--- config.mk ---
export PLATFORM = sky130hd
export DESIGN_NAME = multi_axis_step_controller
export DESIGN_NICKNAME = d
export VERILOG_FILES = /design/src/rtl/step_pkg.sv /design/src/rtl/step_debounce.sv /design/src/rtl/multi_axis_step_controller.sv
export SDC_FILE = /design/constraint.sdc
export NUM_CORES = 1
export LEC_CHECK = 0
export BUFFER_PORTS_ARGS = -buffer_cell sky130_fd_sc_hd__buf_2
export CORE_ASPECT_RATIO = 1.5
export CORE_MARGIN = 1
export CORE_UTILIZATION = 25
export CTS_CLUSTER_SIZE = 14
export DETAILED_ROUTE_END_ITERATION = 6
export PLACE_DENSITY = 0.38
export SYNTH_ARGS = -nofsm -noshare
export SYNTH_HDL_FRONTEND = slang
export SYNTH_HIERARCHICAL = 1
export SYNTH_SLANG_ARGS = --single-unit
export TNS_END_PERCENT = 10
--- constraint.sdc ---
create_clock -name i_clk -period 7.05 [get_ports i_clk]
set_input_delay 0.705 -clock i_clk [delete_from_list [all_inputs] [get_ports i_clk]]
set_output_delay 0.705 -clock i_clk [all_outputs]
set_load 0.05 [all_outputs]
--- src/rtl/step_pkg.sv ---
// Shared types and constants for the multi-axis stepper controller:
// axis states, phase/state widths and the unipolar half-step phase table.
package step_pkg;

    localparam int STATE_W = 2;
    localparam int PHASE_W = 3;

    typedef enum logic [STATE_W-1:0] {
        IDLE    = 2'd0,
        RUN     = 2'd1,
        HOME    = 2'd2,
        BLOCKED = 2'd3
    } axis_state_e;

    // Entry p holds coils {A,B,C,D}; index 0 is the least significant nibble.
    localparam logic [7:0][3:0] PHASE_TABLE = {
        4'b1001, 4'b0001, 4'b0011, 4'b0010,
        4'b0110, 4'b0100, 4'b1100, 4'b1000
    };

    function automatic logic [3:0] phase_coil(input logic [PHASE_W-1:0] p);
        return PHASE_TABLE[p];
    endfunction

endpackage

--- src/rtl/step_debounce.sv ---
// Two-flop synchroniser followed by a stable-count debouncer; the output
// follows the input only after DB_CYCLES consecutive stable samples.
module step_debounce #(
    parameter int DB_CYCLES = 1_000_000
) (
    input  logic i_clk,
    input  logic i_rst,
    input  logic i_raw,
    output logic o_db
);

    localparam int CW = $clog2(DB_CYCLES + 1);

    logic          r_s1;
    logic          r_s2;
    logic          r_db;
    logic [CW-1:0] r_cnt;

    always_ff @(posedge i_clk or negedge i_rst) begin
        if (!i_rst) begin
            r_s1  <= 1'b0;
            r_s2  <= 1'b0;
            r_db  <= 1'b0;
            r_cnt <= '0;
        end else begin
            r_s1 <= i_raw;
            r_s2 <= r_s1;
            if (r_s2 == r_db) begin
                r_cnt <= '0;
            end else if (r_cnt == CW'(DB_CYCLES - 1)) begin
                r_db  <= r_s2;
                r_cnt <= '0;
            end else begin
                r_cnt <= r_cnt + CW'(1);
            end
        end
    end

    assign o_db = r_db;

endmodule

--- src/rtl/multi_axis_step_controller.sv ---
// N-axis unipolar stepper controller: shared step-rate divider feeding
// per-axis run/home/limit FSMs with full- or half-step drive and position.
module multi_axis_step_controller
    import step_pkg::*;
#(
    parameter int N_AXES    = 2,
    parameter int STEP_DIV  = 1_000_000,
    parameter int DB_CYCLES = 1_000_000,
    parameter int POS_WIDTH = 16
) (
    input  logic                          i_clk,
    input  logic                          i_rst,
    input  logic [N_AXES-1:0]             i_en,
    input  logic [N_AXES-1:0]             i_dir,
    input  logic [N_AXES-1:0]             i_half_step,
    input  logic [N_AXES-1:0]             i_limit,
    input  logic [N_AXES-1:0]             i_home_req,
    output logic [4*N_AXES-1:0]           o_coil,
    output logic [POS_WIDTH*N_AXES-1:0]   o_position,
    output logic [3*N_AXES-1:0]           o_status
);

    localparam int DW = $clog2(STEP_DIV);

    logic [DW-1:0] r_div;
    logic          w_tick;

    assign w_tick = (r_div == DW'(STEP_DIV - 1));

    always_ff @(posedge i_clk or negedge i_rst) begin
        if (!i_rst) begin
            r_div <= '0;
        end else if (w_tick) begin
            r_div <= '0;
        end else begin
            r_div <= r_div + DW'(1);
        end
    end

    for (genvar a = 0; a < N_AXES; a++) begin : g_axis
        logic                 w_en;
        logic                 w_dir;
        logic                 w_half;
        logic                 w_lim;
        logic                 r_hs1;
        logic                 r_hs2;
        logic                 r_hprev;
        logic                 w_hedge;
        axis_state_e          r_state;
        axis_state_e          w_state;
        logic [PHASE_W-1:0]   r_p;
        logic [PHASE_W-1:0]   w_p;
        logic [POS_WIDTH-1:0] r_pos;
        logic [POS_WIDTH-1:0] w_pos;
        logic                 r_homed;
        logic                 w_homed;
        logic [3:0]           r_coil;
        logic                 w_step;
        logic                 w_fwd;
        logic                 w_zero;
        logic [1:0]           w_mag;

        step_debounce #(.DB_CYCLES(DB_CYCLES)) u_db_en (
            .i_clk(i_clk), .i_rst(i_rst),
            .i_raw(i_en[a]), .o_db(w_en)
        );
        step_debounce #(.DB_CYCLES(DB_CYCLES)) u_db_dir (
            .i_clk(i_clk), .i_rst(i_rst),
            .i_raw(i_dir[a]), .o_db(w_dir)
        );
        step_debounce #(.DB_CYCLES(DB_CYCLES)) u_db_half (
            .i_clk(i_clk), .i_rst(i_rst),
            .i_raw(i_half_step[a]), .o_db(w_half)
        );
        step_debounce #(.DB_CYCLES(DB_CYCLES)) u_db_lim (
            .i_clk(i_clk), .i_rst(i_rst),
            .i_raw(i_limit[a]), .o_db(w_lim)
        );

        always_ff @(posedge i_clk or negedge i_rst) begin
            if (!i_rst) begin
                r_hs1   <= 1'b0;
                r_hs2   <= 1'b0;
                r_hprev <= 1'b0;
            end else begin
                r_hs1   <= i_home_req[a];
                r_hs2   <= r_hs1;
                r_hprev <= r_hs2;
            end
        end

        assign w_hedge = r_hs2 & ~r_hprev;
        // An odd phase in full-step mode takes a single half step to realign.
        assign w_mag   = (w_half || r_p[0]) ? 2'd1 : 2'd2;

        always_comb begin
            w_state = r_state;
            w_homed = r_homed;
            w_step  = 1'b0;
            w_fwd   = w_dir;
            w_zero  = 1'b0;
            unique case (r_state)
                IDLE: begin
                    if (w_en) w_state = w_hedge ? HOME : RUN;
                end
                RUN: begin
                    if (!w_en) begin
                        w_state = IDLE;
                    end else if (!w_dir && w_lim) begin
                        w_state = BLOCKED;
                    end else if (w_hedge) begin
                        w_state = HOME;
                    end else begin
                        w_step = w_tick;
                    end
                end
                BLOCKED: begin
                    if (!w_en) begin
                        w_state = IDLE;
                    end else if (w_dir || !w_lim) begin
                        w_state = RUN;
                    end
                end
                HOME: begin
                    w_fwd = 1'b0;
                    if (!w_en) begin
                        w_state = IDLE;
                    end else if (w_lim) begin
                        w_state = IDLE;
                        w_homed = 1'b1;
                        w_zero  = 1'b1;
                    end else begin
                        w_step = w_tick;
                    end
                end
            endcase
            w_p   = r_p;
            w_pos = r_pos;
            if (w_step) begin
                w_p   = w_fwd ? r_p + {1'b0, w_mag} : r_p - {1'b0, w_mag};
                w_pos = w_fwd ? r_pos + POS_WIDTH'(w_mag)
                              : r_pos - POS_WIDTH'(w_mag);
            end
            if (w_zero) w_pos = '0;
        end

        always_ff @(posedge i_clk or negedge i_rst) begin
            if (!i_rst) begin
                r_state <= IDLE;
                r_p     <= '0;
                r_pos   <= '0;
                r_homed <= 1'b0;
                r_coil  <= 4'b0000;
            end else begin
                r_state <= w_state;
                r_p     <= w_p;
                r_pos   <= w_pos;
                r_homed <= w_homed;
                r_coil  <= (w_state == IDLE) ? 4'b0000 : phase_coil(w_p);
            end
        end

        assign o_coil[4*a +: 4]                   = r_coil;
        assign o_position[POS_WIDTH*a +: POS_WIDTH] = r_pos;
        assign o_status[3*a +: 3]                 = {r_homed, r_state};
    end

endmodule

==> results.sh, run 1 <==
export IMPL_regToRegStartpoint="g_axis[1].r_state[0]"
export IMPL_post_route_period_util=0.5382
export IMPL_maxSlewHeadroom=0.3488
export IMPL_initialDrtViolationCount=277
export IMPL_postCtsSetupBuffers=0
export IMPL_cts_buffers_inserted=35
export IMPL_firstDrtPassIters=7
export IMPL_use_met2=0.2156
export IMPL_synthFlopType="dfrtp_1"
export IMPL_crit_chain="inv_1, ha_1, nor2b_1, inv_1, ha_1, a211oi_1, nor2_1, o21ai_0, o21ai_0, a211oi_1, mux2i_1, mux2i_1"
export IMPL_clock_sinks=262
export IMPL_start_util=0.2546
export IMPL_synth_edf_count=0
export IMPL_final_hold_violation_count=0
export IMPL_antenna_found_initial=0
export IMPL_diodes=0
export IMPL_path_clk_slew_ns=0.06
export IMPL_ios=58
export IMPL_ys_ff_latch=262
export IMPL_seq_area_frac_synth=0.4780
export IMPL_fp_dieArea_mm2=0.05583
export IMPL_required_ns=7.50
export IMPL_viasPerCell=4.623
export IMPL_htreeDepth=2
export IMPL_syn_area_mm2=0.01372
export IMPL_synth_top_area_share=0.4780
export IMPL_wirelength_um=30670
export IMPL_nFillCells=5659
export IMPL_core_area_mm2=0.05387
export IMPL_rr_worst_depth=12
export IMPL_place_hpwl_um=21010
export IMPL_drc=7
export IMPL_rsz0062_at_grt="false"
export IMPL_cp_slowest_stage_delay_ns=0.46
export IMPL_cts_hold_buf=0
export IMPL_vias=9948
export IMPL_violations="DRC"
export IMPL_ys_warn_count=6
export IMPL_power_density_mw_per_mm2=211.6
export IMPL_synth_area_leaders="dfrtp_1, xnor2_1, nor2_1"
export IMPL_io_buffers=57
export IMPL_finalSetupTns_ns=0
export IMPL_rows=104
export IMPL_area_growth_synth_to_final_pct=15.85
export IMPL_met1_usage=0.1271
export IMPL_gp_congestion=0.7775
export IMPL_worstSetupEndpointType="flip-flop"
export IMPL_dpl_cell_area_mm2=0.01478
export IMPL_p_leak_nw=6.873
export IMPL_syn_inst=1372
export IMPL_r2r_slack_ns=3.26
export IMPL_fin_area_mm2=0.01589
export IMPL_cts_tree="done"
export IMPL_finalSetupViolCount=0
export IMPL_syn_area_per_cell_um2=9.998
export IMPL_grt_pass1_vias=10410
export IMPL_yosysTopAreaCell="dfrtp_1"
export IMPL_critPathMaxFanout=14
export IMPL_regToRegEndpoint="g_axis[1].r_pos[15]"
export IMPL_grtUsageMet3=0.02619
export IMPL_slowest_stage="dfrtp_1"
export IMPL_crit_type="reg2reg"
export IMPL_grt_overflow=0
export IMPL_async_flop_share=1.000
export IMPL_synth_fp_nets=1435
export IMPL_ir_drop_mv=0.1393
export IMPL_die_x_um=193.3
export IMPL_grt_busiest_layer="met2"
export IMPL_clk_latency_ns=0.53
export IMPL_finalMaxSlewViolations=0
export IMPL_wire_per_inst_um=14.25
export IMPL_start_kind="flip-flop"
export IMPL_cp_arrival_ns=4.25
export IMPL_tightest_slew_ns=0.9768
export IMPL_status="finished with violations"
export IMPL_die_h_um=288.9
export IMPL_final_nets=1508
export IMPL_fin_skew_ns=0.01420
export IMPL_grt_pass1_wl_um=52760
export IMPL_fmax_mhz=263.6
export IMPL_grt_use_total=0.1145
export IMPL_holdCritPathClass="in2async"
export IMPL_clockRootBuffer="clkbuf_16"
export IMPL_fin_hold_ws_ns=0.09952
export IMPL_clock_path_buffers=3
export IMPL_drtAntennaViolNets=0
export IMPL_fin_crit_ns=3.794
export IMPL_cts_resized=0
export IMPL_layout_drive_gt1_share=0.1100
export IMPL_synth_cell_types=64
export IMPL_grt_max_degree=156
export IMPL_cap_violations=0
logic make-up (layout without fill, tap and decap cells):
kind of cell | count (synthesis) | after routing | share of synthesized area
flops | 262 | 262 | 0.4780
buf+inv | 80 | 171 | 0.02517
fa+ha+maj | 51 | 51 | 0.04871
compound gates | 185 | 185 | 0.08164
mux | 30 | 30 | 0.02290
simple gates | 598 | 598 | 0.2363
xor+xnor | 166 | 166 | 0.1074
where the power goes:
part / internal (W) / switching, W
sequential: 0.00152 / 0.0000156
combinational: 0.0000182 / 0.0000571
clock: 0.00109 / 0.000662
total: 0.00263 / 0.000734
synthesized netlist by cell type, drive strengths merged (5+ instances only):
| library cell | number |
|---|---|
| o21ai | 73 |
| nand3 | 89 |
| nor4 | 37 |
| o211ai | 5 |
| or4 | 13 |
| inv | 55 |
| nand2b | 5 |
| nand4 | 44 |
| nand2 | 83 |
| or3 | 22 |
| mux2 | 8 |
| dfrtp | 262 |
| mux2i | 22 |
| xnor2 | 108 |
| buf | 13 |
| o31ai | 9 |
| a21o | 17 |
| a211oi | 8 |
| nor2b | 14 |
| and3 | 15 |
| and4 | 15 |
| and2 | 11 |
| clkbuf | 12 |
| a21oi | 51 |
| xor2 | 58 |
| nor2 | 184 |
| ha | 47 |
| nor3 | 45 |
| nor4b | 15 |
layout by cell type, fill, tap and decap left out, types with 9 or more instances in the layout:
master	synthesis	routed
nand4_1	30	30
nor3_1	45	45
nand2_1	83	83
nor4_1	28	28
or4_1	12	12
nand3_1	88	88
mux2i_1	21	21
o21ai_0	66	66
nor2b_1	14	14
buf_2	7	56
xor2_1	57	57
or3_1	21	21
clkbuf_16	0	37
and2_1	11	11
o31ai_1	9	9
xnor2_1	108	108
inv_1	54	54
nor2_1	183	183
nor4b_1	15	15
a21o_1	17	17
dfrtp_1	262	262
and4_1	15	15
and3_1	15	15
a21oi_1	51	51
ha_1	47	47
layout make-up:
| type | count | area, um2 | area share |
|---|---|---|---|
| tap | 689 | 862.1 | 0.05425 |
| clock buffer | 46 | 989.7 | 0.06228 |
| sequential | 262 | 6556 | 0.4126 |
| clock inverter | 9 | 123.9 | 0.007795 |
| timing repair buffer | 61 | 337.8 | 0.02126 |
| multi-input combinational | 1030 | 6815 | 0.4289 |
| inverter | 55 | 206.4 | 0.01299 |
worst max-delay path, delay by kind of cell (launching register included):
kind | cells | cell delay (ns)
mux | 2 | 0.44
buf+inv | 2 | 0.46
compound gates | 4 | 1.29
simple gates | 2 | 0.43
fa+ha+maj | 2 | 0.64
flops | 1 | 0.46
state kept, by name, summed over array words and instances, names as in the netlist, 4 cells and up:
name / cells
g_axis.r_p: 6
g_axis.r_pos: 32
r_div: 20
g_axis.u_db_dir/r_cnt: 40
g_axis.r_state: 4
g_axis.u_db_en/r_cnt: 40
g_axis.r_coil: 8
g_axis.u_db_half/r_cnt: 40
g_axis.u_db_lim/r_cnt: 40
how the worst max path moves through the flow:
stage	from	to	slack (ns)
4_1_cts	g_axis[1].r_state[0]	g_axis[1].r_pos[15]	3.14
2_1_floorplan	g_axis[1].r_state[0]	g_axis[1].r_pos[15]	3.54
5_1_grt	g_axis[1].r_state[0]	g_axis[1].r_pos[15]	2.97
3_3_place_gp	g_axis[1].r_state[0]	g_axis[1].r_pos[15]	3.27
3_5_place_dp	g_axis[1].r_state[0]	g_axis[1].r_pos[15]	3.17
6_report	g_axis[1].r_state[0]	g_axis[1].r_pos[15]	3.26
per-stage QoR:
| stage | utilization | worst slack, ns | total power (W) | std cells |
|---|---|---|---|---|
| after detailed placement | 0.2743 | 3.165 | 0.001645 | 2097 |
| after CTS | 0.2950 | 3.138 | 0.003464 | 2152 |
| after floorplan | - | 3.540 | 0.001596 | 1372 |
| after global placement | 0.2743 | 3.275 | 0.001645 | 2097 |
| final | 0.2950 | 3.256 | 0.003362 | 2152 |
| after global routing | 0.2950 | 2.969 | 0.003527 | 2152 |
routing by layer:
layer  up-vias  part of all wire
met2       110              0.53
met5         -                 0
li1       4990                 -
met4         0             0.021
met1      4808              0.42
met3        40             0.037
(Power assumes the default switching activity.)
==> run 2, diff against run 1 <==
- clock period: 7.05 -> 3.6 ns (I/O delays scaled with it)
==> run 2 against run 1 <==
The run still ends with DRC left. Worst hold slack better by 0.25 ns. Count of clock-buffer cells in the layout is 6 higher. Clock power up 83%. Routed wire length rose by 2.4%. Design area rose by 0.87%. Setup slack got worse by 3.0 ns. Fmax increased by 14%. Clock skew shrank 0.00085 ns. Sequential power rose by 95%. Largest cell class unchanged. Highest routed layer unchanged.
==> results.sh, run 2 (synthesized netlist as in run 1, its figures left out) <==
export IMPL_cts_buffers_inserted=31
export IMPL_layout_drive_gt1_share=0.1158
export IMPL_p_sw_frac=0.2208
export IMPL_core_area_mm2=0.05387
export IMPL_drc=5
export IMPL_grt_use_total=0.1149
export IMPL_finalSetupTns_ns=0
export IMPL_place_hpwl_um=21900
export IMPL_die_x_um=193.3
export IMPL_cts_resized=0
export IMPL_htreeDepth=1
export IMPL_slowest_stage="fa_1"
export IMPL_p_leak_nw=6.943
export IMPL_post_route_util=0.2975
export IMPL_postCtsSetupBuffers=0
export IMPL_combPwrFrac=0.026
export IMPL_ir_drop_mv=0.3356
export IMPL_cp_arrival_ns=3.82
export IMPL_finalMaxSlewViolations=0
export IMPL_drtAntennaViolNets=0
export IMPL_cap_violations=0
export IMPL_ios=58
export IMPL_area_growth_synth_to_final_pct=16.86
export IMPL_vias=10040
export IMPL_final_hold_violation_count=0
export IMPL_grt_pass1_wl_um=53650
export IMPL_start_kind="flip-flop"
export IMPL_clock_sinks=262
export IMPL_firstDrtPassIters=7
export IMPL_io_buffers=57
export IMPL_initialDrtViolationCount=386
export IMPL_wire_per_inst_um=14.44
export IMPL_status="finished with violations"
export IMPL_fin_crit_ns=3.319
export IMPL_clk_latency_ns=0.58
export IMPL_cp_slowest_stage_delay_ns=0.46
export IMPL_clockRootBuffer="clkbuf_16"
export IMPL_stdcell_count=2174
export IMPL_internal_power_w=0.004974
export IMPL_worstSetupEndpointType="flip-flop"
export IMPL_power_density_mw_per_mm2=398.2
export IMPL_die_h_um=288.9
export IMPL_rsz0062_at_grt="false"
export IMPL_viasPerCell=4.620
export IMPL_gp_congestion=0.7714
export IMPL_pwr_share_seq=0.472
export IMPL_fp_dieArea_mm2=0.05583
export IMPL_crit_chain="inv_1, ha_1, nor2b_1, nand2_1, fa_1, a21o_1, a21oi_1, o21ai_0, o2111ai_1, a311oi_1, or3_1, nand3_1"
export IMPL_grt_overflow=0
export IMPL_grt_pass1_vias=10490
export IMPL_placed_cells=2107
export IMPL_fmax_mhz=301.3
export IMPL_diodes=0
export IMPL_cts_hold_buf=11
export IMPL_clock_path_buffers=3
export IMPL_cts_tree="done"
export IMPL_final_nets=1525
export IMPL_path_clk_slew_ns=0.06
export IMPL_crit_type="reg2reg"
export IMPL_fin_skew_ns=0.01335
export IMPL_clkPwrFrac=0.503
export IMPL_wirelength_um=31390
export IMPL_critPathMaxFanout=6
export IMPL_maxSlewHeadroom=0.4599
export IMPL_layout_commonest_cell="dfrtp_1"
export IMPL_rows=104
export IMPL_start_util=0.2546
export IMPL_final_cell_mix="dfrtp_1, nor2_1, xnor2_1"
export IMPL_finalSetupViolCount=0
export IMPL_antenna_found_initial=0
export IMPL_rr_worst_depth=12
export IMPL_total_power_w=0.006384
export IMPL_power_switching_w=0.001410
export IMPL_violations="DRC"
export IMPL_holdCritPathClass="in2async"
export IMPL_required_ns=4.11
export IMPL_grt_max_degree=86
export IMPL_post_route_period_util=0.9219
export IMPL_tightest_slew_ns=0.8101
run 2: cell types whose count changed in the layout (fill, tap and decap cells not counted), sizes merged:
cell         delta
bufinv          -2
buf            +10
inv             +1
clkbuf          +6
dlygate4sd3    +11
clkinv          -4
run 2: power by group through the flow:
stage	Clock (W)	Sequential, W	Combinational (W)
after floorplan	0	0.00306	0.0000694
after global placement	0	0.00306	0.000163
after detailed placement	0	0.00306	0.000163
after CTS	0.00339	0.00301	0.000174
after global routing	0.00347	0.00302	0.000195
final	0.00321	0.00301	0.000163
run 2: per-stage QoR:
stage                     hold WS [ns]  area [um2]  setup slack [ns]
after global placement          0.3344       14870            0.3221
after detailed placement        0.3364       14870            0.2615
after CTS                       0.3501       16030            0.2336
final                           0.3474       16030            0.2813
after global routing            0.3530       16030          0.008114
after floorplan                0.06441       13720           0.09009
run 2: worst paths after layout:
kind                       slack, ns                           end                startpoint
max                             0.28           g_axis[0].r_pos[14]      g_axis[0].r_state[0]
max reg2reg                     0.28           g_axis[0].r_pos[14]      g_axis[0].r_state[0]
min                             0.35  g_axis[1].u_db_half/r_cnt[2]                     i_rst
max in group asynchronous       2.30  g_axis[0].u_db_half/r_cnt[7]                     i_rst
min in group i_clk              0.35      g_axis[0].u_db_half/r_s2  g_axis[0].u_db_half/r_s1
min reg2reg                     0.35      g_axis[0].u_db_half/r_s2  g_axis[0].u_db_half/r_s1
run 2: final cells by class:
cell class	instances	area, um2
fillers	5649	37840
multi-input cells	1030	6815
flip-flops and latches	262	6556
clock buffers	52	1005
well taps	689	862.1
repair buffers	82	535.5
inverters	55	206.4
clock inverters	4	48.80
run 2: worst max-delay path: cells and delay by family, from the launching register on:
kind,cells,cell delay [ns]
AOI/OAI and AO/OA,5,1.09
adders and majority gates,2,0.70
buffers and inverters,1,0.10
DFF,1,0.44
and+or+nand+nor,4,0.92
run 2: routing by layer:
layer	vias to the layer above	global-route usage	part of all wire
met3	43	0.01828	0.034
met1	4895	0.1312	0.42
met5	-	0	0
met4	0	0.03340	0.021
li1	5014	-	-
met2	92	0.2193	0.52
